[src/rtl/centroid_packetizer.sv]
// Centroid packetizer: snapshots a set of ball centroids and streams it out as a
// byte packet (HEADER, N, {X_HI, X_LO, Y} per ball, CHECK) over a ready/valid link.
module centroid_packetizer #(
   parameter logic [7:0]  HEADER    = 8'hA5,
   parameter int unsigned NUM_SLOTS = 7
) (
   input  logic                        clk_in,
   input  logic                        rst_in,
   input  logic [NUM_SLOTS-1:0][8:0]   centroids_x_in,
   input  logic [NUM_SLOTS-1:0][7:0]   centroids_y_in,
   input  logic [2:0]                  num_balls,
   input  logic                        data_valid_in,
   input  logic                        byte_ready_in,
   output logic [7:0]                  byte_out,
   output logic                        byte_valid_out,
   output logic                        busy_out,
   output logic                        dropped_out
);

   typedef enum logic [2:0] {
      StIdle, StHdr, StCnt, StXhi, StXlo, StYb, StChk
   } state_e;

   state_e                      state_q, state_d;
   logic [NUM_SLOTS-1:0][8:0]   x_q, x_d;
   logic [NUM_SLOTS-1:0][7:0]   y_q, y_d;
   logic [2:0]                  n_q, n_d;
   logic [2:0]                  idx_q, idx_d;
   logic [7:0]                  sum_q, sum_d;
   logic                        dropped_q, dropped_d;

   logic                        xfer;
   logic                        capture;
   logic [8:0]                  x_sel;
   logic [7:0]                  y_sel;

   assign x_sel = x_q[idx_q];
   assign y_sel = y_q[idx_q];

   // Byte presented for the current state; IDLE drives zero so reset clears it at once.
   always_comb begin
      byte_out = 8'h00;
      case (state_q)
         StHdr:   byte_out = HEADER;
         StCnt:   byte_out = {5'b0, n_q};
         StXhi:   byte_out = {7'b0, x_sel[8]};
         StXlo:   byte_out = x_sel[7:0];
         StYb:    byte_out = y_sel;
         StChk:   byte_out = sum_q;
         default: byte_out = 8'h00;
      endcase
   end

   assign byte_valid_out = (state_q != StIdle);
   assign busy_out       = (state_q != StIdle);
   assign dropped_out    = dropped_q;
   assign xfer           = byte_valid_out & byte_ready_in;
   // A new set is taken when idle, or back-to-back as the CHECK byte leaves.
   assign capture        = data_valid_in & ((state_q == StIdle) | ((state_q == StChk) & xfer));

   // Next-state, checksum accumulation, slot walk and capture/drop decisions.
   always_comb begin
      state_d   = state_q;
      x_d       = x_q;
      y_d       = y_q;
      n_d       = n_q;
      idx_d     = idx_q;
      sum_d     = sum_q;
      dropped_d = data_valid_in & busy_out & ~capture;

      if (xfer) begin
         case (state_q)
            StHdr: state_d = StCnt;
            StCnt: begin
               sum_d   = sum_q + byte_out;
               state_d = (n_q == 3'd0) ? StChk : StXhi;
            end
            StXhi: begin
               sum_d   = sum_q + byte_out;
               state_d = StXlo;
            end
            StXlo: begin
               sum_d   = sum_q + byte_out;
               state_d = StYb;
            end
            StYb: begin
               sum_d = sum_q + byte_out;
               // idx_q <= 6 here, so idx_q + 1 never wraps in 3 bits.
               if ((idx_q + 3'd1) < n_q) begin
                  idx_d   = idx_q + 3'd1;
                  state_d = StXhi;
               end else begin
                  state_d = StChk;
               end
            end
            StChk:   state_d = StIdle;
            default: state_d = StIdle;
         endcase
      end

      if (capture) begin
         x_d     = centroids_x_in;
         y_d     = centroids_y_in;
         n_d     = num_balls;
         idx_d   = 3'd0;
         sum_d   = 8'h00;
         state_d = StHdr;
      end
   end

   // State and snapshot registers, cleared asynchronously by reset.
   always_ff @(posedge clk_in or negedge rst_in) begin
      if (!rst_in) begin
         state_q   <= StIdle;
         x_q       <= '0;
         y_q       <= '0;
         n_q       <= 3'd0;
         idx_q     <= 3'd0;
         sum_q     <= 8'h00;
         dropped_q <= 1'b0;
      end else begin
         state_q   <= state_d;
         x_q       <= x_d;
         y_q       <= y_d;
         n_q       <= n_d;
         idx_q     <= idx_d;
         sum_q     <= sum_d;
         dropped_q <= dropped_d;
      end
   end

endmodule

[config.mk]
export PLATFORM = sky130hd
export DESIGN_NAME = centroid_packetizer
export DESIGN_NICKNAME = d
export VERILOG_FILES = /design/src/rtl/centroid_packetizer.sv
export SDC_FILE = /design/constraint.sdc
export NUM_CORES = 1
export LEC_CHECK = 0
export CAP_MARGIN = 25
export CELL_PAD_IN_SITES_DETAIL_PLACEMENT = 0
export CELL_PAD_IN_SITES_GLOBAL_PLACEMENT = 1
export CORE_ASPECT_RATIO = 0.7
export CORE_MARGIN = 5
export CORE_UTILIZATION = 39
export DETAILED_ROUTE_END_ITERATION = 8
export GPL_TIMING_DRIVEN = 0
export PLACE_DENSITY_LB_ADDON = 0.1
export REMOVE_ABC_BUFFERS = 1
export SLEW_MARGIN = 20
export SYNTH_ARGS = -nofsm -noshare
export SYNTH_HDL_FRONTEND = slang
export SYNTH_SLANG_ARGS = --single-unit
[constraint.sdc]
create_clock -name clk_in -period 4.6 [get_ports clk_in]
set_input_delay 0.92 -clock clk_in [delete_from_list [all_inputs] [get_ports clk_in]]
set_output_delay 0.92 -clock clk_in [all_outputs]
set_load 0.005 [all_outputs]
== Yosys cells after proc, flatten, opt, wreduce, memory -nomap -nowiden ==
Cells that the tools add are included.

* Add/sub/neg operators: 2
* $lt $le $gt $ge: 2
* Eq/ne operators: 6
* Muxes and demuxes: 17
* Bitwise logic cells: 7
* Reductions and logical operators: 10

{| class="wikitable"
|+ Operators by type and width
! operator !! count
|-
| $pmux W8 S6 || 1
|-
| $mux W8 || 4
|-
| $bmux W9 S3 || 1
|-
| $bmux W8 S3 || 1
|-
| $mux W3 || 8
|-
| $pmux W3 S5 || 1
|-
| $eq A3 B3 Y1 const B || 3
|-
| $mux W9 || 1
|-
| $add A8 B8 Y8 || 1
|-
| $reduce_bool A2 Y1 || 4
|-
| $eq A3 B2 Y1 const B || 2
|-
| $logic_not A3 Y1 || 2
|-
| $and A1 B1 Y1 || 5
|-
| $lt A3 B4 Y1 const B || 1
|-
| $reduce_or A4 Y1 || 1
|-
| $add A3 B1 Y3 const B || 1
|-
| $eq A3 B1 Y1 const B || 1
|-
| $lt A3 B3 Y1 || 1
|-
| $reduce_and A3 Y1 || 1
|-
| $reduce_bool A3 Y1 || 1
|-
| $reduce_and A2 Y1 || 1
|-
| $not A1 Y1 || 1
|-
| $or A1 B1 Y1 || 1
|}

* Flip-flop bits (word level): 137
* Input bits: 126
* Output and inout port bits: 11
* Logic and storage cells: 63

== Longest topological paths before layout ==
* Depth after elaboration: 7
* Gate-level depth with buffers: 16

== Worst setup path before layout ==
OpenSTA, ideal clock, no wires.

* Path kind: register -> register
* Start point: register idx_q[1]
* End point: register sum_q[7]
* Setup time: 0.079 ns
* Data arrival time: 3.322 ns
* Data required time: 4.521 ns
* Setup slack: 1.198 ns
* Stages on the path, launching flop included: 14
* Path buffers: 2
* Period minus slack after synthesis: 3.402 ns
* Cells stage by stage: dfrtp_1 buf_2 buf_1 mux2_2 a221o_1 o211ai_1 o211ai_1 ha_1 a211oi_1 nor2_1 o41a_1 a211o_1 a21oi_2 mux2i_1

* Longest elaborated chain between the ends: 7
* Elaborated cells on any way between the ends: 9

{| class="wikitable"
|+ RTL lines
! what !! line !! RTL
|-
| start, declared || 28 || <nowiki>logic [2:0] idx_q, idx_d;</nowiki>
|-
| start signal, assigned || 126 || <nowiki>idx_q <= idx_d;</nowiki>
|-
| $bmux W8 S3 / $bmux W9 S3 (equally long branches) || 38, 37 ||
|-
| $mux W8 (not written as such) / $mux W9 (equally long branches) || 38, 37 ||
|-
| $pmux W8 S6 * || 43 || <nowiki>case (state_q)</nowiki>
|-
| via byte_out[1] || 14 || <nowiki>output logic [7:0] byte_out,</nowiki>
|-
| $add A8 B8 Y8 * || n/a ||
|-
| $mux W8 * || n/a ||
|-
| $mux W8 * || 71 || <nowiki>if (xfer) begin</nowiki>
|-
| $mux W8 * || 101 || <nowiki>if (capture) begin</nowiki>
|-
| end signal, assigned || 127 || <nowiki>sum_q <= sum_d;</nowiki>
|-
| end, declared || 29 || <nowiki>logic [7:0] sum_q, sum_d;</nowiki>
|}

Mark *: on every way through the listed nets, which the timed path passes. The rest lies on a longest branch. The select of a mux whose other input is x is not followed.
A chain may end at the register's enable or synchronous reset.

== Final worst setup path ==
* Start point: register idx_q[2]
* End point: output byte_out[5]

* Longest elaborated chain between the ends: 3
* Elaborated cells on any way between the ends: 5

{| class="wikitable"
|+ RTL lines
! what !! line
|-
| $bmux W8 S3 / $bmux W9 S3 (equally long branches) || 38, 37
|-
| $mux W8 (not written as such) / $mux W9 (equally long branches) || 38, 37
|-
| $pmux W8 S6 * || 43
|-
| end, declared || 14
|}

Mark *: on every way between the ends. The rest lies on a longest branch, timed or not. The select of a mux whose other input is x is not followed.

==> impl_metrics.yaml <==
logic_synthesis:
  synth_seq_cells: 137
  synth.avg_cell_area_sq_um: 8.90
  yosysSeqAreaShare_pct: 51.4
  yosysWarnings: 0
  synthDistinctLibCells: 51
  ys.flop_type: "dfrtp_1"
  synthCells: 750
  syn_area_sq_um: 6670
  synth_edf_count: 0
  async_flop_share_pct: 100
worst_setup_path:
  r2r_end: "sum_q[7]$_DFFE_PN0P_"
  cp_data_arrival_time_ns: 3.22
  reg2reg_slack_ns: 0.58
  cp_max_fo: 20
  crit_required_ns: 3.68
  critical-path-max-stage-delay_ns: 0.88
  path_buf_inv: 2
  r2r_start: "idx_q[2]$_DFFE_PN0P_"
  crit_path_start_kind: "flop"
  cp-end-kind: "primary output"
  crit_chain: "clkinv_1 > a221oi_1 > nor3b_1 > o21ai_0 > nand2_1 > clkdlybuf4s50_1"
  rr_worst_depth: 11
  cpMaxStageDelayCell: "dfrtp_1"
  critical_path.top_delay_family: "buffers and inverters"
  worst-setup-path-type: "reg -> out"
clock_network:
  clock_latency_ns: 0.42
  clockRootBuffer: "clkbuf_16"
  htree_levels: 4
  post_cts_buffers: 0
  cts_hold_buf: 0
  clk_path_buf_depth: 2
  clock-sinks: 137
  ctsResizeCount: 0
  cts_tree: "done"
  numCtsBuffers: 17
  path_clk_slew_ns: 0.06
sta:
  hold_ws_ns: 0.422
  fin_skew_ns: 0.00919
  fmax_mhz: 241
  fin_crit_ns: 4.14
  final-hold-violation-count: 0
  rsz0062_at_grt: "no"
  tightest_slew_ns: 0.825
  setup_ws_ns: 0.459
  slew_headroom_pct: 45.0
  finalSetupViolations: 0
  fin_crit_sh_pct: 90.0
  slew_viol_final: 0
detailed_routing:
  vias: 5463
  drc_errors: 0
  first_iter_violations: 352
  firstDrtPassIters: 4
  drt-total-wl_mm: 17.8
  via_per_inst: 4.91
  ant_nets: 0
  detail_route.wl_per_cell_um: 16.0
layout:
  post_route_cells_drive_above_1_share_pct: 7.38
  syn_to_final_growth_pct: 33.6
  num_antenna_cells: 0
  fin_nets: 1006
placement:
  portBuffers: 136
  pre_cts_slack_ns: 0.598
  gp_congestion: 0.794
  dp_hpwl_mm: 12.4
floorplan:
  initial_core_util_pct: 39.3
  die_w_um: 166
  die_area_sq_um: 19900
  rows: 40
  pin_count: 137
  die_h_um: 119
  coreArea_sq_um: 17000
global_routing:
  grt_overflow: 0
  antenna_found_initial: 0
  grt_pass1_vias: 5621
  grt_use_total_pct: 18.6
  grt_pass1_wl_mm: 29.4
  grt_max_degree: 72
pwr:
  power_w: 0.00541
  max-vdd-ir-drop_v: 0.000231
  power_density_nw_per_um2: 606
  p_leak_nw: 4.26
run_status:
  status: "complete, no violations"
flow_run:
  cap_viol_max_count: 0
hold_path:
  holdCritPathClass: "in -> async"
-- stage by stage --
| stage | TNS [ns] | std cells | util, % | area, sq um |
|---|---|---|---|---|
| 3_5_place_dp | 0 | 1081 | 49.0 | 8320 |
| 5_1_grt | 0 | 1112 | 52.5 | 8910 |
| 3_3_place_gp | -528.53 | 1073 | 47.9 | 8130 |
| 4_1_cts | 0 | 1112 | 52.5 | 8910 |
| 6_report | 0 | 1112 | 52.5 | 8910 |
| 2_1_floorplan | 0 | 706 | - | 6480 |
-- layer usage --
metal	share of wire, %	track usage, %
met1	49	26.6
met2	45	28.5
met3	4.9	4.84
met4	0.96	4.45
met5	0	0
-- power breakdown --
| group | internal [W] | switching [W] | leakage [nW] |
|---|---|---|---|
| combinational | 0.000872 | 0.00105 | 2.26 |
| clock | 0.000861 | 0.000523 | 0.289 |
| sequential | 0.00176 | 0.000340 | 1.71 |
| total | 0.00349 | 0.00191 | 4.26 |
-- how the worst max path moves through the flow --
stage                     slack, ns                   end                  from  cells past startpoint
final                          0.46           byte_out[5]  idx_q[2]$_DFFE_PN0P_                      6
after global routing           0.14           byte_out[5]  idx_q[2]$_DFFE_PN0P_                      6
after CTS                      0.40           byte_out[5]  idx_q[2]$_DFFE_PN0P_                      6
after detailed placement       0.60  sum_q[6]$_DFFE_PN0P_  idx_q[0]$_DFFE_PN0P_                     13
after global placement        -2.97   y_q[51]$_DFFE_PN0P_                rst_in                      1
after floorplan                0.69  sum_q[7]$_DFFE_PN0P_  idx_q[0]$_DFFE_PN0P_                     11
-- worst register-to-register path, stage by stage, from the launching register on --
cell      delay (ns)
dfrtp_1         0.88
clkinv_1        0.54
a221o_1         0.40
o211ai_1        0.15
o211ai_1        0.25
ha_1            0.38
a211oi_1        0.24
nor2_1          0.12
o41a_1          0.35
a211o_1         0.29
a21oi_2         0.15
mux2i_1         0.19
-- registers in the layout (all words and copies together), names as in the netlist --
name         flops
x_q             63
n_q              3
dropped_out      1
idx_q            3
y_q             56
sum_q            8
state_q          3
-- placed cells by master, fill, tap and decap left out, types with 3 or more instances in the layout --
cell	n
inv_1	9
mux2i_1	15
xnor2_1	3
a21oi_1	17
o21ai_0	23
buf_16	4
o211ai_1	4
bufinv_16	3
clkbuf_16	17
mux4_1	6
mux2_2	7
a22o_1	3
dfrtp_1	135
or3_1	3
ha_1	10
clkinv_2	4
clkdlybuf4s50_1	135
o221ai_1	3
clkinv_4	3
nor2_1	21
nand2_1	379
a221o_1	8
mux4_2	11
nand3_1	8
xor2_1	3
-- cell usage after synthesis, drive strengths merged, types with 2 or more instances --
cell,n,area share (%)
nand2,380,21
dfrtp,137,51
clkbuf,26,1.5
o21ai,24,1.8
nor2,21,1.2
a21oi,18,1.4
buf,18,1.5
mux4,17,6.1
mux2i,15,2.3
ha,10,1.9
inv,9,0.51
a221o,8,1.2
nand3,8,0.60
mux2,7,1.2
o211ai,4,0.45
a22o,3,0.39
nor2b,3,0.32
o221ai,3,0.39
or3,3,0.28
xnor2,3,0.39
xor2,3,0.39
a211o,2,0.26
a211oi,2,0.22
a21o,2,0.22
a221oi,2,0.26
clkinv,2,0.11
o2111ai,2,0.26
-- kinds of logic (layout without fill, tap and decap cells) --
group	after synthesis	after routing	synth area share, %
AO/OA/AOI/OAI	81	81	8.25
XOR/XNOR	6	6	0.788
adder cells (fa/ha/maj)	11	11	2.18
buffers and inverters	55	186	3.54
flip-flops	137	137	51.4
multiplexers	39	39	9.51
AND/OR/NAND/NOR	421	421	24.4
-- layout make-up --
type	count	area [sq um]
Clock buffer	19	443
Clock inverter	12	151
Fill cell	1557	8050
Inverter	11	41.3
Multi-Input combinational cell	558	3020
Sequential cell	137	3430
Tap cell	231	289
Timing Repair Buffer	144	1540
Note: power is estimated with default switching activity, not from simulation.
